===== src/rtl/bus_timer.sv =====
// bus_timer - memory-mapped down-counting timer for the Bridge peripheral port.
//
// The CPU programs reload value, prescaler and mode with word writes and polls
// the count and status with reads. Each prescaler tick decrements COUNT. When a
// tick finds COUNT at zero, the timer expires: it sets EXP (and OVR if EXP was
// still set), then either reloads from LOAD (AUTO=1) or stops (AUTO=0).
//
// Register map (byte offsets on addr[11:0]):
//   0x020 CTRL   bit0 EN, bit1 AUTO, bit2 IE (IE only with TIMER_IRQ_EN)
//   0x024 LOAD   reload value
//   0x028 COUNT  current count (read/write)
//   0x02C STATUS bit0 EXP, bit1 OVR, write-1-to-clear
//   0x030 PRESC  prescaler divisor; period is (LOAD+1)*(PRESC+1) cycles
//
// Ports:
//   clk    bus/CPU clock
//   rst    asynchronous active-low reset
//   addr   register offset, decoded on [11:0]
//   we     write strobe, sampled on rising clk
//   wdata  write data
//   rdata  combinational read data for addr (0 for unmapped offsets)
//   irq    registered level interrupt IE & EXP (only with TIMER_IRQ_EN)
//
// Build option: define TIMER_IRQ_EN to add the irq port and the CTRL.IE bit.

module bus_timer #(
    parameter int PRESCALE_W = 16,
    parameter int CNT_W      = 32
) (
    input  logic        clk,
    input  logic        rst,
    input  logic [11:0] addr,
    input  logic        we,
    input  logic [31:0] wdata,
    output logic [31:0] rdata
`ifdef TIMER_IRQ_EN
    ,
    output logic        irq
`endif
);

    localparam logic [11:0] ADDR_CTRL   = 12'h020;
    localparam logic [11:0] ADDR_LOAD   = 12'h024;
    localparam logic [11:0] ADDR_COUNT  = 12'h028;
    localparam logic [11:0] ADDR_STATUS = 12'h02C;
    localparam logic [11:0] ADDR_PRESC  = 12'h030;

    logic                  en;
    logic                  auto_rl;
    logic                  ie;
    logic                  exp_flag;
    logic                  ovr;
    logic [CNT_W-1:0]      load;
    logic [CNT_W-1:0]      count;
    logic [PRESCALE_W-1:0] presc;
    logic [PRESCALE_W-1:0] pcnt;

    logic wr_ctrl, wr_load, wr_count, wr_status, wr_presc;
    logic tick, zero, expire, start, en_nxt;

    assign wr_ctrl   = we && (addr == ADDR_CTRL);
    assign wr_load   = we && (addr == ADDR_LOAD);
    assign wr_count  = we && (addr == ADDR_COUNT);
    assign wr_status = we && (addr == ADDR_STATUS);
    assign wr_presc  = we && (addr == ADDR_PRESC);

    assign tick   = en && (pcnt == presc);
    assign zero   = (count == '0);
    assign expire = tick && zero;
    // Only a 0->1 EN edge restarts the count; rewriting EN=1 while running does not.
    assign start  = wr_ctrl && wdata[0] && !en;

    // A software CTRL write takes priority over a one-shot expiry stopping the timer.
    always_comb begin
        en_nxt = en;
        if (wr_ctrl)
            en_nxt = wdata[0];
        else if (expire && !auto_rl)
            en_nxt = 1'b0;
    end

    always_ff @(posedge clk or negedge rst) begin
        if (!rst) begin
            en       <= 1'b0;
            auto_rl  <= 1'b0;
            exp_flag <= 1'b0;
            ovr      <= 1'b0;
            load     <= '0;
            count    <= '0;
            presc    <= '0;
            pcnt     <= '0;
        end else begin
            en <= en_nxt;
            if (wr_ctrl)
                auto_rl <= wdata[1];
            if (wr_load)
                load <= wdata[CNT_W-1:0];
            if (wr_presc)
                presc <= wdata[PRESCALE_W-1:0];

            // Prescaler restarts from zero after each tick, on enable, and while stopped.
            if (!en_nxt || start || tick)
                pcnt <= '0;
            else
                pcnt <= pcnt + PRESCALE_W'(1);

            // A direct COUNT write overrides any same-cycle decrement or reload.
            if (wr_count)
                count <= wdata[CNT_W-1:0];
            else if (start)
                count <= load;
            else if (tick) begin
                if (!zero)
                    count <= count - CNT_W'(1);
                else if (auto_rl)
                    count <= load;
            end

            // A new expiry beats a same-cycle write-1-to-clear.
            if (expire)
                exp_flag <= 1'b1;
            else if (wr_status && wdata[0])
                exp_flag <= 1'b0;

            if (expire && exp_flag)
                ovr <= 1'b1;
            else if (wr_status && wdata[1])
                ovr <= 1'b0;
        end
    end

`ifdef TIMER_IRQ_EN
    always_ff @(posedge clk or negedge rst) begin
        if (!rst) begin
            ie  <= 1'b0;
            irq <= 1'b0;
        end else begin
            if (wr_ctrl)
                ie <= wdata[2];
            irq <= ie && exp_flag;
        end
    end
`else
    assign ie = 1'b0;
`endif

    always_comb begin
        rdata = '0;
        case (addr)
            ADDR_CTRL:   rdata = {29'd0, ie, auto_rl, en};
            ADDR_LOAD:   rdata = 32'(load);
            ADDR_COUNT:  rdata = 32'(count);
            ADDR_STATUS: rdata = {30'd0, ovr, exp_flag};
            ADDR_PRESC:  rdata = 32'(presc);
            default:     rdata = '0;
        endcase
    end

endmodule


===== config.mk =====
export PLATFORM = sky130hd
export DESIGN_NAME = bus_timer
export DESIGN_NICKNAME = d
export VERILOG_FILES = /design/src/rtl/bus_timer.sv
export SDC_FILE = /design/constraint.sdc
export NUM_CORES = 1
export LEC_CHECK = 0
export CAP_MARGIN = 20
export CORE_ASPECT_RATIO = 0.75
export CORE_MARGIN = 10
export CORE_UTILIZATION = 30
export DETAILED_ROUTE_END_ITERATION = 12
export GPL_TIMING_DRIVEN = 0
export SYNTH_ARGS = -nofsm -noshare
export SYNTH_HDL_FRONTEND = slang
export SYNTH_SLANG_ARGS = --single-unit

===== constraint.sdc =====
create_clock -name clk -period 3.9 [get_ports clk]
set_input_delay 0.78 -clock clk [delete_from_list [all_inputs] [get_ports clk]]
set_output_delay 0.78 -clock clk [all_outputs]
set_load 0.01 [all_outputs]

==> results.cfg, run 1 <==
[clock_tree]
cts_tree = done
numCtsBuffers = 9
htree_levels = 3
hold_buffers = 0
cts.sinks = 100
clkLatencyLatePin_ns = 0.35
cts-root-buf = clkbuf_16
clk_pin_slew_ns = 0.07
clock_path_buffers = 2

[sta]
slew_viol_final = 0
min_period_ns = 3.82
worstMarginPinSlew_ns = 0.964
max_freq_ghz = 0.262
hold_viol = 0
fin_tns_setup_ns = 0
finClkSkew_ns = 0.00866
setup_viol = 0
slew_headroom_pct = 35.1
finalCritPeriodShare_pct = 98.0

[worst_setup_path]
cp.buffers_inverters = 7
cp_top_family = buffers and inverters
endpoint = rdata[2]
rrSetupSlack_ns = 0.41
end_kind = output port
crit_type = in2out
r2r_start = count[12]
slowest_stage = clkdlybuf4s50_1
cp.arrival_ns = 3.04
worstPathRequired_ns = 3.12
path_depth = 13
cp_cell_sequence = clkdlybuf4s50_1 > nor4_4 > nand3_1 > buf_6 > nor2_4 > nand2_2 > nor2_4 > buf_4 > clkbuf_8 > buf_4 > a222oi_1 > inv_1 > dlygate4sd2_1
cp-start-kind = input port
crit_path_max_incr_delay_ns = 0.44
reg2reg_to = count[15]
crit_path_start = addr[9]
rr_worst_depth = 9
crit_fanout = 5

[synthesis]
yosysSeqAreaShare_pct = 43.3
synth_warnings = 0
ys_types = 48
syn-num-nets = 653
syn_inst = 603
synth.avg_cell_area_um2 = 9.58
ys_seq_elements = 100
synth_area_um2 = 5780

[floorplanning]
die_area_um2 = 25300
num_rows = 43
io_pins = 79
die_y_um = 140
die_w_um = 180
core_um2 = 18700
start_util_pct = 30.9

[detailed_routing]
routed_wl_um = 20000
dr.pass1.iters = 5
routed_via_density = 5.45
drt_iter0_drc = 620
drc = 0
via_count = 5326
wl_per_cell_um = 20.4
ant_nets = 0

[cells_and_area]
diodes = 0
final_area_um2 = 7630
syn_to_final_growth_pct = 32.0
finish.utilization_pct = 40.7
final_nets = 776
final_cell_count_no_fill = 978
drive_above_1_share_pct = 18.9

[global_route]
grt_pass1_vias = 5224
grt_max_degree = 64
grt_usage_pct = 15.2
overflow = 0
grt_pass1_wl_um = 30900
antenna_found_initial = 0

[pwr]
p_per_area_nw_per_um2 = 428
p_leak_nw = 3.77
ir_worst_vdd_mv = 0.220

[run]
cap_violations = 0

[placed_design]
io_buffers = 75
gp_congestion = 0.875
placed_cells = 927
place_area_um2 = 6870
dpl.hpwl_um = 14100

[run_status]
status = finished, final reports clean

[worst_hold_path]
min_path_type = in2async
[worst min-delay path by stage]
stage                endpoint  start  cells past startpoint
detailed placement        ovr    ovr                      2
CTS                 presc[13]    rst                      1
global route        presc[13]    rst                      1
global placement          ovr    ovr                      2
finish              presc[13]    rst                      1
floorplan                 ovr    ovr                      2
[synth_stat cells (all sizes together)]
library cell / instances / area share (%)
a22o: 18 / 2.7
buf: 12 / 1.2
or2: 3 / 0.32
and2: 2 / 0.26
nand2: 42 / 2.7
a211oi: 2 / 0.26
nor3b: 1 / 0.13
o31ai: 1 / 0.13
xnor2: 29 / 4.4
o22ai: 1 / 0.11
nor4b: 2 / 0.41
or4: 10 / 1.5
mux4: 2 / 0.78
o21ai: 23 / 2.0
o21a: 1 / 0.13
a222oi: 14 / 2.4
nor2: 77 / 5.0
a31oi: 30 / 3.2
nand3b: 1 / 0.13
a211o: 14 / 2.1
a21oi: 12 / 1.0
o41ai: 1 / 0.15
xor2: 28 / 4.2
dfrtp: 100 / 43
clkbuf: 28 / 1.8
and3: 15 / 1.6
ha: 3 / 0.65
mux2i: 2 / 0.35
nor2b: 1 / 0.11
nor3: 12 / 1.0
a21boi: 1 / 0.13
mux2: 46 / 9.0
nand4: 10 / 1.1
o31a: 1 / 0.15
nor4: 13 / 1.4
nand3: 10 / 0.87
o22a: 1 / 0.15
o211ai: 4 / 0.52
or3: 7 / 0.76
inv: 20 / 1.3
nand2b: 3 / 0.32
[cells by family after synthesis]
logic type      share of synthesized area, %
compound gates                          15.3
flops                                   43.3
mux                                     10.1
xor+xnor                                8.64
fa+ha+maj                              0.650
simple gates                            17.7
buf+inv                                 4.33
[cell usage in the layout, fill, tap and decap left out, drive strengths merged, types with 13 or more instances in the layout]
master and instances:
and3 15, mux2 46, nor4 13, inv 20
a22o 18, a31oi 30, a211o 14, xor2 28
dfrtp 100, clkdlybuf4s50 40, buf 50, a222oi 14
o21ai 23, xnor2 29, clkbuf 45, nor2 77
dlygate4sd2 21, nand2 42
[through the flow]
| stage | power (W) | setup slack, ns | hold slack, ns |
|---|---|---|---|
| after floorplan | 0.00188 | 0.470 | 0.465 |
| after global placement | 0.00218 | -2.00 | 0.492 |
| after detailed placement | 0.00219 | -1.15 | 0.497 |
| after CTS | 0.00321 | -0.00852 | 0.428 |
| after global routing | 0.00343 | -0.0206 | 0.440 |
| final | 0.00327 | 0.0787 | 0.411 |
[flip-flops by register name, indices dropped and copies added (netlist names)]
signal	flops
auto_rl	1
exp_flag	1
ovr	1
en	1
pcnt	16
load	32
count	32
presc	16
[area by class of cell]
type,count,area (um^2)
fill,1865,11100
multi-input combinational,443,3100
sequential,100,2500
timing repair buffer,113,1040
tap,247,309
buffer,39,269
clock buffer,13,260
inverter,20,75.1
clock inverter,3,68.8
[worst register-to-register path, delay by kind of cell, from the launching register on]
family / cells / cell delay, ns
compound gates: 2 / 0.47
buf+inv: 2 / 0.48
flops: 1 / 0.36
simple gates: 5 / 2.06
[where the power goes]
group / switching (W) / internal, W
combinational: 0.000716 / 0.000473
sequential: 0.0000241 / 0.00105
clock: 0.000402 / 0.000600
total: 0.00114 / 0.00213
[metal layers]
layer  vias to the layer above  global-route usage, %  share of wire [%]
met5                         -                      0                  0
met4                         0                   4.01                1.2
met3                        21                   4.04                8.1
met2                       202                   20.6                 41
met1                      2661                   23.0                 49
li1                       2442                      -                  -
[what timing repair did]
| action | CTS | global route |
|---|---|---|
| gates resized for setup | 73 | 19 |
| setup endpoints to repair | 32 | 46 |
| setup buffers | 23 | 11 |
| pin swaps | 3 | 7 |
| endpoints found under the hold margin | 0 | 0 |
| gates cloned | 2 | 0 |
No activity file was read; power rests on OpenSTA's default activity.
==> run 2, diff against run 1 <==
--- a/config.mk
+++ b/config.mk
@@ -8,9 +8,11 @@
 export CAP_MARGIN = 20
 export CORE_ASPECT_RATIO = 0.75
 export CORE_MARGIN = 10
-export CORE_UTILIZATION = 30
+export CORE_UTILIZATION = 50
 export DETAILED_ROUTE_END_ITERATION = 12
 export GPL_TIMING_DRIVEN = 0
+export HOLD_SLACK_MARGIN = 0.1
+export PLACE_DENSITY = 0.74
 export SYNTH_ARGS = -nofsm -noshare
 export SYNTH_HDL_FRONTEND = slang
 export SYNTH_SLANG_ARGS = --single-unit
==> results.cfg, run 2 (synthesis results as in run 1) <==
[cells_and_area]
top_regs = count: 32 flops, load: 32 flops
syn_to_final_growth_pct = 25.0
final_cell_count_no_fill = 848
fillers = 925
mostFrequentLayoutCell = dfrtp_1
final_nets = 753
diodes = 0
layout_common_cells = dfrtp_1, nor2_1, mux2_2
drive_above_1_share_pct = 15.7

[sta]
hold_viol = 0
max_freq_ghz = 0.265
min_period_ns = 3.78
worstMarginPinSlew_ns = 1.08
finalCritPeriodShare_pct = 96.9
finClkSkew_ns = 0.00492
fin_tns_setup_ns = 0
slew_viol_final = 0
slew_headroom_pct = 27.0
setup_viol = 0

[run_status]
status = finished, final reports clean

[global_route]
antenna_found_initial = 0
grt_usage_pct = 22.7
grt_pass1_vias = 5314
grt_max_degree = 60
grt_pass1_wl_um = 29400
overflow = 0

[placed_design]
gp_congestion = 0.894
placed_cells = 819
io_buffers = 75
dpl.hpwl_um = 13100

[clock_tree]
numCtsBuffers = 9
cts.sinks = 100
clock_path_buffers = 2
hold_buffers = 0
cts_tree = done
htree_levels = 3
clkLatencyLatePin_ns = 0.35
cts-root-buf = clkbuf_16
clk_pin_slew_ns = 0.07

[floorplanning]
core_um2 = 11100
die_w_um = 144
die_y_um = 113
io_pins = 79
die_area_um2 = 16300
num_rows = 33
start_util_pct = 52.0

[detailed_routing]
top_layer = met4
dr.pass1.iters = 8
wl_met3_um = 2010
drt_iter0_drc = 703
wl_per_cell_um = 21.8
met2WireLength_um = 8070
routed_wl_um = 18500
drc = 0
via_count = 5362
ant_nets = 0
routed_via_density = 6.32
met1_length_um = 8080

[pwr]
switchingPower_w = 0.00112
swShare_pct = 36.1
p_leak_nw = 3.57
p_per_area_nw_per_um2 = 431
p_int_w = 0.00199
seqPwrFrac_pct = 34.6
power_frac_clock_pct = 28.7
ir_worst_vdd_mv = 0.306
p_comb_share_pct = 36.6

[worst_setup_path]
reg2reg_to = count[17]
crit_type = in2out
rrSetupSlack_ns = 0.42
r2r_start = count[12]
crit_fanout = 10
cp.arrival_ns = 3.00
worstPathRequired_ns = 3.12
cp-start-kind = input port
end_kind = output port
rr_worst_depth = 9

[run]
cap_violations = 0

[worst_hold_path]
min_path_type = in2async
run 2: cell count changes in the layout (fill, tap and decap cells not counted), sizes merged:
cell / previous run / this run
bufinv: 2 / 1
clkbuf: 45 / 42
dlymetal6s2s: 6 / 2
clkinv: 1 / 3
clkdlybuf4s15: 3 / 6
buf: 50 / 27
clkinvlp: 0 / 1
clkdlybuf4s50: 40 / 42
run 2: critical path, stage by stage:
cell             delay, ns
clkdlybuf4s50_1       0.44
nor4_4                0.31
nand3_1               0.12
buf_4                 0.17
nor2_4                0.13
nand2_2               0.09
nor2_4                0.19
buf_4                 0.14
clkbuf_8              0.17
a222oi_1              0.14
inv_1                 0.09
clkdlybuf4s15_1       0.23
run 2: metal layers:
| layer | track usage [%] | vias to the layer above |
|---|---|---|
| li1 | - | 2396 |
| met1 | 32.6 | 2627 |
| met2 | 34.2 | 304 |
| met3 | 4.72 | 35 |
| met4 | 5.31 | 0 |
| met5 | 0 | - |
run 2: through the flow:
stage,power (W),utilization [%],worst slack [ns],instance area [um^2],hold WS (ns)
after detailed placement,0.00219,60.6,-1.39,6730,0.519
after global routing,0.00326,65.0,-0.0257,7220,0.477
after floorplan,0.00188,-,0.470,5780,0.465
after CTS,0.00309,64.7,0.000143,7180,0.455
after global placement,0.00216,60.4,-1.84,6700,0.489
final,0.00311,65.0,0.120,7220,0.427
run 2: worst max-delay path by stage:
stage	startpoint	to	slack (ns)
CTS	addr[8]	rdata[23]	0.0001
floorplan	addr[7]	rdata[16]	0.47
global placement	rst	load[30]	-1.84
global route	addr[5]	rdata[5]	-0.03
finish	addr[7]	rdata[8]	0.12
detailed placement	addr[7]	rdata[22]	-1.39
run 2: power by group through the flow:
| stage | sequential, W | clock [W] | combinational, W |
|---|---|---|---|
| after CTS | 0.00108 | 0.000902 | 0.00111 |
| after detailed placement | 0.00110 | 0 | 0.00110 |
| after floorplan | 0.00109 | 0 | 0.000789 |
| after global routing | 0.00108 | 0.000947 | 0.00124 |
| after global placement | 0.00110 | 0 | 0.00107 |
| final | 0.00108 | 0.000893 | 0.00114 |
run 2: final cells by class:
cell class	instances	area, um^2	share of cell area (%)
clock buffers	11	233	3.22
well taps	140	175	2.43
clock inverters	5	52.6	0.728
repair buffers	89	847	11.7
plain buffers	40	256	3.55
inverters	20	75.1	1.04
flip-flops and latches	100	2500	34.6
multi-input cells	443	3080	42.7
run 2: timing repair:
item	4_1_cts	5_1_grt
gates cloned	1	0
endpoints found under the setup margin	32	23
pin swaps	4	4
buffers inserted	9	3
resized for setup	63	18
==> run 3, diff against run 2 <==
--- a/config.mk
+++ b/config.mk
@@ -8,11 +8,11 @@
 export CAP_MARGIN = 20
 export CORE_ASPECT_RATIO = 0.75
 export CORE_MARGIN = 10
-export CORE_UTILIZATION = 50
+export CORE_UTILIZATION = 55
 export DETAILED_ROUTE_END_ITERATION = 12
 export GPL_TIMING_DRIVEN = 0
 export HOLD_SLACK_MARGIN = 0.1
-export PLACE_DENSITY = 0.74
+export PLACE_DENSITY = 0.8
 export SYNTH_ARGS = -nofsm -noshare
 export SYNTH_HDL_FRONTEND = slang
 export SYNTH_SLANG_ARGS = --single-unit
==> results.cfg, run 3 (synthesis results as in run 1) <==
[cells_and_area]
layout_common_cells = dfrtp_1, nor2_1, mux2_2
drive_above_1_share_pct = 16.6
diodes = 0
final_nets = 751
ff_latch_area_um2 = 2500
top_regs = count: 32 flops, load: 32 flops
finish.utilization_pct = 70.2
multiInputGateArea_um2 = 3080
fillers = 794
mostFrequentLayoutCell = dfrtp_1
final_cell_count_no_fill = 840
syn_to_final_growth_pct = 24.9

[global_route]
busiest_layer = met2
grt_pass1_wl_um = 28800
met1_usage_pct = 31.3
grt_pass1_vias = 5444
overflow = 0
grt_max_degree = 64
met3_usage_pct = 6.65
grt_usage_pct = 23.5
grtUsageMet2_pct = 36.9
antenna_found_initial = 0

[worst_setup_path]
rrSetupSlack_ns = 0.48
crit_path_start = addr[9]
r2r_start = count[12]
end_kind = output port
cp-start-kind = input port
rr_worst_depth = 9
worstPathRequired_ns = 3.12
crit_fanout = 11
endpoint = rdata[7]
reg2reg_to = count[6]
cp.arrival_ns = 2.92
crit_type = in2out

[pwr]
p_leak_nw = 3.71
p_per_area_nw_per_um2 = 435
ir_worst_vdd_mv = 0.369

[worst_hold_path]
min_path_type = in2async

[detailed_routing]
via_count = 5361
drt_iter0_drc = 844
routed_wl_um = 18100
ant_nets = 0
wl_per_cell_um = 21.6
drc = 0
routed_via_density = 6.38
dr.pass1.iters = 8

[floorplanning]
core_um2 = 10300
die_w_um = 138
start_util_pct = 56.2
die_area_um2 = 15000
io_pins = 79
num_rows = 32
die_y_um = 109

[run]
cap_violations = 0

[sta]
setup_viol = 0
hold_viol = 0
min_period_ns = 3.70
finClkSkew_ns = 0.00747
max_freq_ghz = 0.271
setup_ws_ns = 0.204
slew_headroom_pct = 26.5
worstMarginPinSlew_ns = 1.09
whs_ns = 0.393
rsz0062_at_grt = no
finalCritPeriodShare_pct = 94.8
fin_tns_setup_ns = 0
slew_viol_final = 0

[clock_tree]
numCtsBuffers = 9
clk_pin_slew_ns = 0.07
htree_levels = 3
cts-root-buf = clkbuf_16
cts.sinks = 100
clkLatencyLatePin_ns = 0.35
clock_path_buffers = 2
cts_tree = done

[placed_design]
gp_congestion = 0.922
place_ws_ns = -1.04
placed_cells = 816
dpl.hpwl_um = 13000
io_buffers = 75

[run_status]
status = finished, final reports clean
run 3: cell count changes in the layout (fill, tap and decap cells not counted), sizes merged:
cell / previous run / this run
clkinv: 3 / 0
clkbuf: 42 / 43
dlymetal6s2s: 2 / 14
buf: 27 / 32
clkdlybuf4s50: 42 / 40
dlygate4sd2: 21 / 8
inv: 20 / 21
clkdlybuf4s15: 6 / 1
run 3: how the worst min path moves through the flow:
stage	from	cells past startpoint	end	slack (ns)
6_report	rst	1	presc[12]	0.39
5_1_grt	rst	1	presc[12]	0.44
4_1_cts	rst	1	presc[12]	0.42
3_5_place_dp	load[15]	1	load[15]	0.52
3_3_place_gp	ovr	2	ovr	0.48
2_1_floorplan	ovr	2	ovr	0.46
run 3: layout make-up:
cell class / count / area share (%)
Multi-Input combinational cell: 443 / 42.7
Sequential cell: 100 / 34.7
Timing Repair Buffer: 88 / 11.6
Clock buffer: 11 / 3.50
Buffer: 39 / 3.43
Tap cell: 136 / 2.36
Inverter: 20 / 1.04
Clock inverter: 3 / 0.641
run 3: where the power goes:
group          internal (W)  switching, W  total [W]  leakage [nW]
registers           0.00105     0.0000248    0.00108          1.39
clock network      0.000528      0.000398   0.000926         0.144
logic              0.000438      0.000698    0.00114          2.18
run 3: metrics by stage:
step / instance area (um^2) / power [W]
after global routing: 7220 / 0.00328
after detailed placement: 6730 / 0.00219
final: 7220 / 0.00314
after global placement: 6700 / 0.00217
after CTS: 7160 / 0.00311
after floorplan: 5780 / 0.00188
run 3: repair_timing:
action	CTS	global route
setup buffers	5	6
pin swaps	3	4
gates resized for setup	50	50
hold buffers	0	0
endpoints found under the setup margin	32	32
run 3: per-layer routing:
| layer | routed length (um) | up-vias |
|---|---|---|
| li1 | - | 2379 |
| met1 | 7750 | 2640 |
| met2 | 8160 | 304 |
| met3 | 1940 | 38 |
| met4 | 280 | 0 |
| met5 | 0 | - |
run 3: worst max-delay path: stages:
cell             delay, ns
clkdlybuf4s50_1       0.44
nor4_4                0.24
nand3_1               0.10
buf_4                 0.17
nor4b_4               0.26
buf_4                 0.16
buf_2                 0.14
buf_8                 0.17
a222oi_1              0.11
inv_1                 0.07
dlygate4sd2_1         0.27
